[src/rtl/ts_capture_arbiter.sv]
// Timestamp capture arbiter: per-source event hold registers, round-robin grant
// into a first-word-fall-through record FIFO, with overrun flags and drop statistics.
`timescale 1ns/1ps
module ts_capture_arbiter #(
   parameter int N_REQ      = 4,
   parameter int FIFO_DEPTH = 8,
   parameter int TS_W       = 64
) (
   input  logic              clk,
   input  logic              rst_n,
   input  logic              enable,
   input  logic [N_REQ-1:0]  req,
   input  logic [TS_W-1:0]   timestamp,
   input  logic              ts_valid,
   output logic              out_valid,
   input  logic              out_ready,
   output logic [TS_W-1:0]   out_ts,
   output logic [2:0]        out_src,
   output logic              out_ts_invalid,
   output logic              out_overrun,
   output logic [N_REQ-1:0]  pending,
   output logic              fifo_full,
   output logic [15:0]       drop_count,
   input  logic              clr_stats
);

   localparam int AW = $clog2(FIFO_DEPTH);
   localparam int CW = AW + 1;
   localparam logic [CW-1:0] DEPTH_C  = CW'(FIFO_DEPTH);
   localparam logic [3:0]    NREQ_C   = 4'(N_REQ);
   localparam logic [2:0]    LAST_RST = 3'(N_REQ - 1);

   function automatic logic [3:0] popcount(input logic [N_REQ-1:0] v);
      logic [3:0] c;
      c = 4'd0;
      for (int i = 0; i < N_REQ; i++) begin
         c = c + {3'b000, v[i]};
      end
      return c;
   endfunction

   function automatic logic [15:0] sat_add(input logic [15:0] a, input logic [3:0] b);
      logic [16:0] s;
      s = {1'b0, a} + {13'd0, b};
      return s[16] ? 16'hFFFF : s[15:0];
   endfunction

   logic [N_REQ-1:0]  pending_q, pending_d;
   logic [N_REQ-1:0]  ovr_q, ovr_d;
   logic [TS_W-1:0]   hold_ts_q [N_REQ];
   logic [TS_W-1:0]   hold_ts_d [N_REQ];
   logic [N_REQ-1:0]  hold_inv_q, hold_inv_d;
   logic [N_REQ-1:0]  hold_ovr_q, hold_ovr_d;
   logic [2:0]        last_grant_q, last_grant_d;
   logic [TS_W-1:0]   mem_ts_q [FIFO_DEPTH];
   logic [TS_W-1:0]   mem_ts_d [FIFO_DEPTH];
   logic [2:0]        mem_src_q [FIFO_DEPTH];
   logic [2:0]        mem_src_d [FIFO_DEPTH];
   logic [FIFO_DEPTH-1:0] mem_inv_q, mem_inv_d;
   logic [FIFO_DEPTH-1:0] mem_ovr_q, mem_ovr_d;
   logic [AW-1:0]     wr_ptr_q, wr_ptr_d;
   logic [AW-1:0]     rd_ptr_q, rd_ptr_d;
   logic [CW-1:0]     count_q, count_d;
   logic              out_valid_q, out_valid_d;
   logic              fifo_full_q, fifo_full_d;
   logic [15:0]       drop_count_q, drop_count_d;

   logic [N_REQ-1:0]  cap_s, drop_s, take_s, grant_vec_s;
   logic              grant_any_s, pop_s;
   logic [2:0]        grant_idx_s;
   logic [3:0]        search_idx_s;
   logic [TS_W-1:0]   rec_ts_s;
   logic              rec_inv_s, rec_ovr_s;

   // Round-robin grant starting after the last granted source; only while the FIFO has room.
   always_comb begin
      grant_vec_s  = {N_REQ{1'b0}};
      grant_any_s  = 1'b0;
      grant_idx_s  = 3'd0;
      search_idx_s = 4'd0;
      if (count_q != DEPTH_C) begin
         for (int k = 0; k < N_REQ; k++) begin
            search_idx_s = {1'b0, last_grant_q} + 4'd1 + 4'(k);
            if (search_idx_s >= NREQ_C) begin
               search_idx_s = search_idx_s - NREQ_C;
            end else begin
               search_idx_s = search_idx_s;
            end
            for (int i = 0; i < N_REQ; i++) begin
               if (!grant_any_s && pending_q[i] && (search_idx_s == 4'(i))) begin
                  grant_any_s    = 1'b1;
                  grant_idx_s    = 3'(i);
                  grant_vec_s[i] = 1'b1;
               end else begin
                  grant_any_s    = grant_any_s;
               end
            end
         end
      end else begin
         grant_any_s = 1'b0;
      end
   end

   // Per-source capture/drop decisions and hold-register next state.
   always_comb begin
      cap_s     = req & {N_REQ{enable}};
      drop_s    = cap_s & pending_q & ~grant_vec_s;
      take_s    = cap_s & (~pending_q | grant_vec_s);
      pending_d = (pending_q & ~grant_vec_s) | take_s;
      // A push reports the outstanding overrun, so the flag restarts with that push.
      ovr_d     = (ovr_q & ~grant_vec_s) | drop_s;
      hold_inv_d = hold_inv_q;
      hold_ovr_d = hold_ovr_q;
      for (int i = 0; i < N_REQ; i++) begin
         if (take_s[i]) begin
            hold_ts_d[i]  = timestamp;
            hold_inv_d[i] = ~ts_valid;
            hold_ovr_d[i] = ovr_d[i];
         end else begin
            hold_ts_d[i]  = hold_ts_q[i];
         end
      end
      last_grant_d = grant_any_s ? grant_idx_s : last_grant_q;
      drop_count_d = sat_add(clr_stats ? 16'd0 : drop_count_q, popcount(drop_s));
   end

   // Select the granted hold register as the record to push.
   always_comb begin
      rec_ts_s  = {TS_W{1'b0}};
      rec_inv_s = 1'b0;
      rec_ovr_s = 1'b0;
      for (int i = 0; i < N_REQ; i++) begin
         if (grant_vec_s[i]) begin
            rec_ts_s  = hold_ts_q[i];
            rec_inv_s = hold_inv_q[i];
            rec_ovr_s = hold_ovr_q[i] | ovr_q[i];
         end else begin
            rec_ts_s  = rec_ts_s;
         end
      end
   end

   // FIFO write, pointer and occupancy next state.
   always_comb begin
      pop_s     = out_valid_q & out_ready;
      mem_ts_d  = mem_ts_q;
      mem_src_d = mem_src_q;
      mem_inv_d = mem_inv_q;
      mem_ovr_d = mem_ovr_q;
      if (grant_any_s) begin
         mem_ts_d[wr_ptr_q]  = rec_ts_s;
         mem_src_d[wr_ptr_q] = grant_idx_s;
         mem_inv_d[wr_ptr_q] = rec_inv_s;
         mem_ovr_d[wr_ptr_q] = rec_ovr_s;
         wr_ptr_d            = wr_ptr_q + AW'(1);
      end else begin
         wr_ptr_d            = wr_ptr_q;
      end
      rd_ptr_d = pop_s ? rd_ptr_q + AW'(1) : rd_ptr_q;
      case ({grant_any_s, pop_s})
         2'b10:   count_d = count_q + CW'(1);
         2'b01:   count_d = count_q - CW'(1);
         default: count_d = count_q;
      endcase
      out_valid_d = (count_d != {CW{1'b0}});
      fifo_full_d = (count_d == DEPTH_C);
   end

   // State registers; reset discards all holds and FIFO contents at once.
   always_ff @(posedge clk or negedge rst_n) begin
      if (!rst_n) begin
         pending_q    <= {N_REQ{1'b0}};
         ovr_q        <= {N_REQ{1'b0}};
         hold_ts_q    <= '{default: '0};
         hold_inv_q   <= {N_REQ{1'b0}};
         hold_ovr_q   <= {N_REQ{1'b0}};
         last_grant_q <= LAST_RST;
         mem_ts_q     <= '{default: '0};
         mem_src_q    <= '{default: '0};
         mem_inv_q    <= {FIFO_DEPTH{1'b0}};
         mem_ovr_q    <= {FIFO_DEPTH{1'b0}};
         wr_ptr_q     <= {AW{1'b0}};
         rd_ptr_q     <= {AW{1'b0}};
         count_q      <= {CW{1'b0}};
         out_valid_q  <= 1'b0;
         fifo_full_q  <= 1'b0;
         drop_count_q <= 16'd0;
      end else begin
         pending_q    <= pending_d;
         ovr_q        <= ovr_d;
         hold_ts_q    <= hold_ts_d;
         hold_inv_q   <= hold_inv_d;
         hold_ovr_q   <= hold_ovr_d;
         last_grant_q <= last_grant_d;
         mem_ts_q     <= mem_ts_d;
         mem_src_q    <= mem_src_d;
         mem_inv_q    <= mem_inv_d;
         mem_ovr_q    <= mem_ovr_d;
         wr_ptr_q     <= wr_ptr_d;
         rd_ptr_q     <= rd_ptr_d;
         count_q      <= count_d;
         out_valid_q  <= out_valid_d;
         fifo_full_q  <= fifo_full_d;
         drop_count_q <= drop_count_d;
      end
   end

   assign out_valid      = out_valid_q;
   assign out_ts         = mem_ts_q[rd_ptr_q];
   assign out_src        = mem_src_q[rd_ptr_q];
   assign out_ts_invalid = mem_inv_q[rd_ptr_q];
   assign out_overrun    = mem_ovr_q[rd_ptr_q];
   assign pending        = pending_q;
   assign fifo_full      = fifo_full_q;
   assign drop_count     = drop_count_q;

endmodule

[config.mk]
export PLATFORM = sky130hd
export DESIGN_NAME = ts_capture_arbiter
export DESIGN_NICKNAME = d
export VERILOG_FILES = /design/src/rtl/ts_capture_arbiter.sv
export SDC_FILE = /design/constraint.sdc
export NUM_CORES = 2
export LEC_CHECK = 0
export BUFFER_PORTS_ARGS = -buffer_cell sky130_fd_sc_hd__clkbuf_2
export CAP_MARGIN = 0
export CELL_PAD_IN_SITES_DETAIL_PLACEMENT = 1
export CELL_PAD_IN_SITES_GLOBAL_PLACEMENT = 2
export CORE_MARGIN = 2
export CORE_UTILIZATION = 45
export DETAILED_ROUTE_END_ITERATION = 10
export PLACE_DENSITY = 0.77
export RECOVER_POWER = 50
export SLEW_MARGIN = 25
export SYNTH_ARGS = -nofsm -noshare
export SYNTH_HDL_FRONTEND = slang
export SYNTH_SLANG_ARGS = --single-unit
[constraint.sdc]
create_clock -name clk -period 4.71 [get_ports clk]
set_input_delay 0.2355 -clock clk [delete_from_list [all_inputs] [get_ports clk]]
set_output_delay 0.2355 -clock clk [all_outputs]
set_load 0.1 [all_outputs]
==> summary.txt <==
Status
  – Status: finished, violations left
  – Violated checks: max-capacitance violations, max-slew violations

Timing
  – Worst slew margin relative to its limit: -164.4%
  – Total of endpoints with negative setup slack in the final report: 0
  – Worst setup skew after layout: 0.02292 ns
  – Setup repair after global routing missed its margin: no
  – Final worst path period share: 92.94%
  – Upper clock frequency limit: 0.2284 GHz
  – Setup TNS: 0 ns
  – Measured slew at the worst slew-check pin: 3.966 ns
  – Final period demand of the worst path: 4.377 ns
  – Final hold violation count: 0
  – Number of max-slew violations in the final report: 171

Route
  – Detailed-route via count: 23,830
  – Remaining design rule violation count: 0
  – DRC violation total after the first TritonRoute iteration: 1,318
  – Aggregate routed wire length: 105,900 µm
  – First drt pass iteration count: 4
  – Remaining number of nets flagged by the antenna check after routing: 0
  – Post-detailed-route via-to-cell ratio: 5.939
  – Average wire per standard cell: 26.41 µm

Synthesis
  – Number of enable flip-flop cells after synthesis: 0
  – Async set or reset register ratio after synthesis: 100.0%
  – Netlist area before placement: 0.03854 mm²
  – Flop and latch count out of synthesis: 846
  – Sequential area share after synthesis: 54.94%
  – Number of nets in the synthesized netlist: 2,690
  – Dominant synthesized flop cell: sky130_fd_sc_hd__dfrtp_1
  – Post-Syn Area per Cell: 14.79 µm²
  – Number of distinct standard cells referenced by the synthesized netlist: 58
  – Instance count of the mapped netlist: 2,606
  – Number of warning messages in the yosys log: 0

Clocking
  – Clock tree from TritonCTS: built
  – Number of resized instances in the post-cts repair step: 0
  – Inserted Clock Buffers: 93
  – Hold-fix buffers at CTS: 73
  – Maximum level of the CTS H-tree: 3
  – Clock-pin transition on the worst setup and hold timing paths: 0.06 ns
  – CTS Root Buffer Type: sky130_fd_sc_hd__clkbuf_16
  – Max clock buf depth: 3
  – Clock Latency Late Sink: 0.64 ns
  – Total setup buffers inserted after CTS: 0
  – Clock Sink Count: 846

Place
  – Routability congestion estimate: 0.7775
  – DP Wirelength: 61,700 µm
  – Count of buffers from port buffering: 163
  – Placed cell areas: 0.04064 mm²

Global routing
  – Number of global-route vias before repair: 27,220
  – Pin count of the biggest net entering global routing: 151
  – Antenna violations before repair: 10
  – First-pass GRT wire length: 165,700 µm
  – Grt ovf: 0
  – Global-route usage over all layers: 24.63%

Worst setup path
  – Data required, critical path: 5.21 ns
  – Slowest-stage cell, CP: sky130_fd_sc_hd__clkbuf_2
  – Worst EP arrival: 4.88 ns
  – Cell breakdown of the critical path: nor2b_1, o311ai_4, clkbuf_2, a21boi_0, or2_4, buf_12, mux2_2
  – Delay of the slowest cell on the worst path: 1.50 ns
  – Startpoint class of the critical path: register
  – Crit Path Class: register to register
  – Element type at the critical path end: register
  – Reg2Reg Depth: 7
  – CP max FO: 67

Cells and area
  – Cell area after layout: 0.04430 mm²
  – Number of nets in the finished design: 2,873
  – Fraction of final layout cells with drive strength greater than 1: 47.17%
  – Area Growth Syn to Fin: 14.96%

Die
  – Die Outline Area: 0.08800 mm²
  – Area inside the core boundary: 0.08501 mm²
  – Height of the chip: 296.7 µm
  – Initial standard-cell utilization of the core: 45.33%
  – Width of the die: 296.7 µm
  – Placement Rows: 107
  – Ports placed on the boundary: 165

Run
  – Max cap viols: 3

Worst hold path
  – Min-Delay Path Class: input port to register
  – Min-Delay Path Depth: 2
path summary, 6_finish.rpt:
path	start	to	slack (ns)
hold reg to reg	mem_src_q[0]	mem_src_q[0]	0.48
hold / removal	clr_stats	drop_count[15]	0.05
min in group asynchronous	rst_n	mem_ts_q[279]	1.60
max in group asynchronous	rst_n	hold_ts_q[194]	0.85
setup reg to reg	last_grant_q[1]	hold_ts_q[146]	0.33
setup / recovery	last_grant_q[1]	hold_ts_q[146]	0.33
critical path, delay by kind of cell, from the launching register on:
| kind | cells | cell delay, ns |
|---|---|---|
| buffers and inverters | 2 | 1.79 |
| AO/OA/AOI/OAI | 2 | 0.75 |
| AND/OR/NAND/NOR | 2 | 0.68 |
| flip-flops | 1 | 0.65 |
| multiplexers | 1 | 0.32 |
synth_stat cells, types with 15 or more instances:
master	instances	area [µm²]
sky130_fd_sc_hd__dfrtp_1	844	21120
sky130_fd_sc_hd__mux2_2	774	8716
sky130_fd_sc_hd__mux4_2	136	3063
sky130_fd_sc_hd__a31oi_1	123	769.5
sky130_fd_sc_hd__nor2_1	82	307.8
sky130_fd_sc_hd__mux2_4	79	1186
sky130_fd_sc_hd__clkbuf_1	76	285.3
sky130_fd_sc_hd__nand3_1	74	370.4
sky130_fd_sc_hd__buf_2	73	365.4
sky130_fd_sc_hd__nand4_1	68	425.4
sky130_fd_sc_hd__nand2_1	49	183.9
sky130_fd_sc_hd__o21ai_0	33	165.2
sky130_fd_sc_hd__buf_1	23	86.33
sky130_fd_sc_hd__buf_6	16	180.2
sky130_fd_sc_hd__inv_1	15	56.30
layout make-up:
| class | count | area, µm² |
|---|---|---|
| multi-input combinational | 1545 | 16410 |
| fill | 8124 | 40710 |
| timing repair buffer | 287 | 2217 |
| clock inverter | 25 | 336.6 |
| sequential | 846 | 21180 |
| clock buffer | 141 | 2649 |
| antenna | 8 | 20.02 |
| inverter | 16 | 61.31 |
| tap | 1144 | 1431 |
kinds of logic after synthesis:
group | count (synthesis) | share of synthesized area [%]
compound gates | 199 | 3.399
fa+ha+maj | 10 | 0.4026
mux | 992 | 33.72
simple gates | 325 | 4.367
buf+inv | 215 | 2.753
flops | 846 | 54.94
other cells | 1 | 0.009730
xor+xnor | 18 | 0.4091
placed cells by master (no fill, tap or decap), drive strengths merged, types with 4 or more instances in the layout:
master       synthesis  final
bufinv               0      7
xnor2               12     12
clkinv               1     10
fa                   4      4
xor2                 6      6
clkbuf              76    305
o21ai               33     33
nand3               74     74
inv                 15     19
diode                0      8
or4b                 4      4
ha                   6      6
nor2b                9      9
mux2               854    854
nand4               68     68
dlygate4sd3          0     73
nand2               49     49
a21oi               11     11
a21o                 4      4
clkinvlp             0      5
buf                123     49
nor2                83     83
nand2b               7      7
and2                 4      4
nor4                 4      4
dfrtp              844    844
mux4               136    136
o31ai                5      5
nand3b               6      6
a31oi              134    134
stage by stage:
stage | hold slack (ns) | util, % | setup WS (ns) | std cells
CTS | 0.01177 | 52.17 | 0.7001 | 4004
floorplan | -0.06009 | - | 0.2212 | 2606
global placement | 0.2728 | 47.79 | 0.8742 | 3765
detailed placement | 0.2861 | 47.80 | 0.7411 | 3765
global route | 0.08115 | 52.11 | 0.1938 | 4010
finish | 0.05412 | 52.11 | 0.3326 | 4012
flip-flops by register name, indices dropped and copies added, names as in the netlist, 3 cells and up:
register	cells
count_q	4
drop_count	16
hold_inv_q	4
hold_ovr_q	4
hold_ts_q	256
mem_inv_q	8
mem_ovr_q	8
mem_src_q	16
mem_ts_q	512
ovr_q	4
pending	4
rd_ptr_q	3
wr_ptr_q	3
metal layers:
layer  vias to the layer above  global-route usage [%]  share of wire (%)
met5                         -                       0              0.020
met3                       147                   3.415                3.8
li1                      10090                       -                  -
met1                     13100                   33.61                 45
met2                       491                   41.60                 50
met4                         4                   6.332                1.8
Power is not shown: default switching activity piles up to over one toggle a cycle in this logic, so the estimate is an artifact.
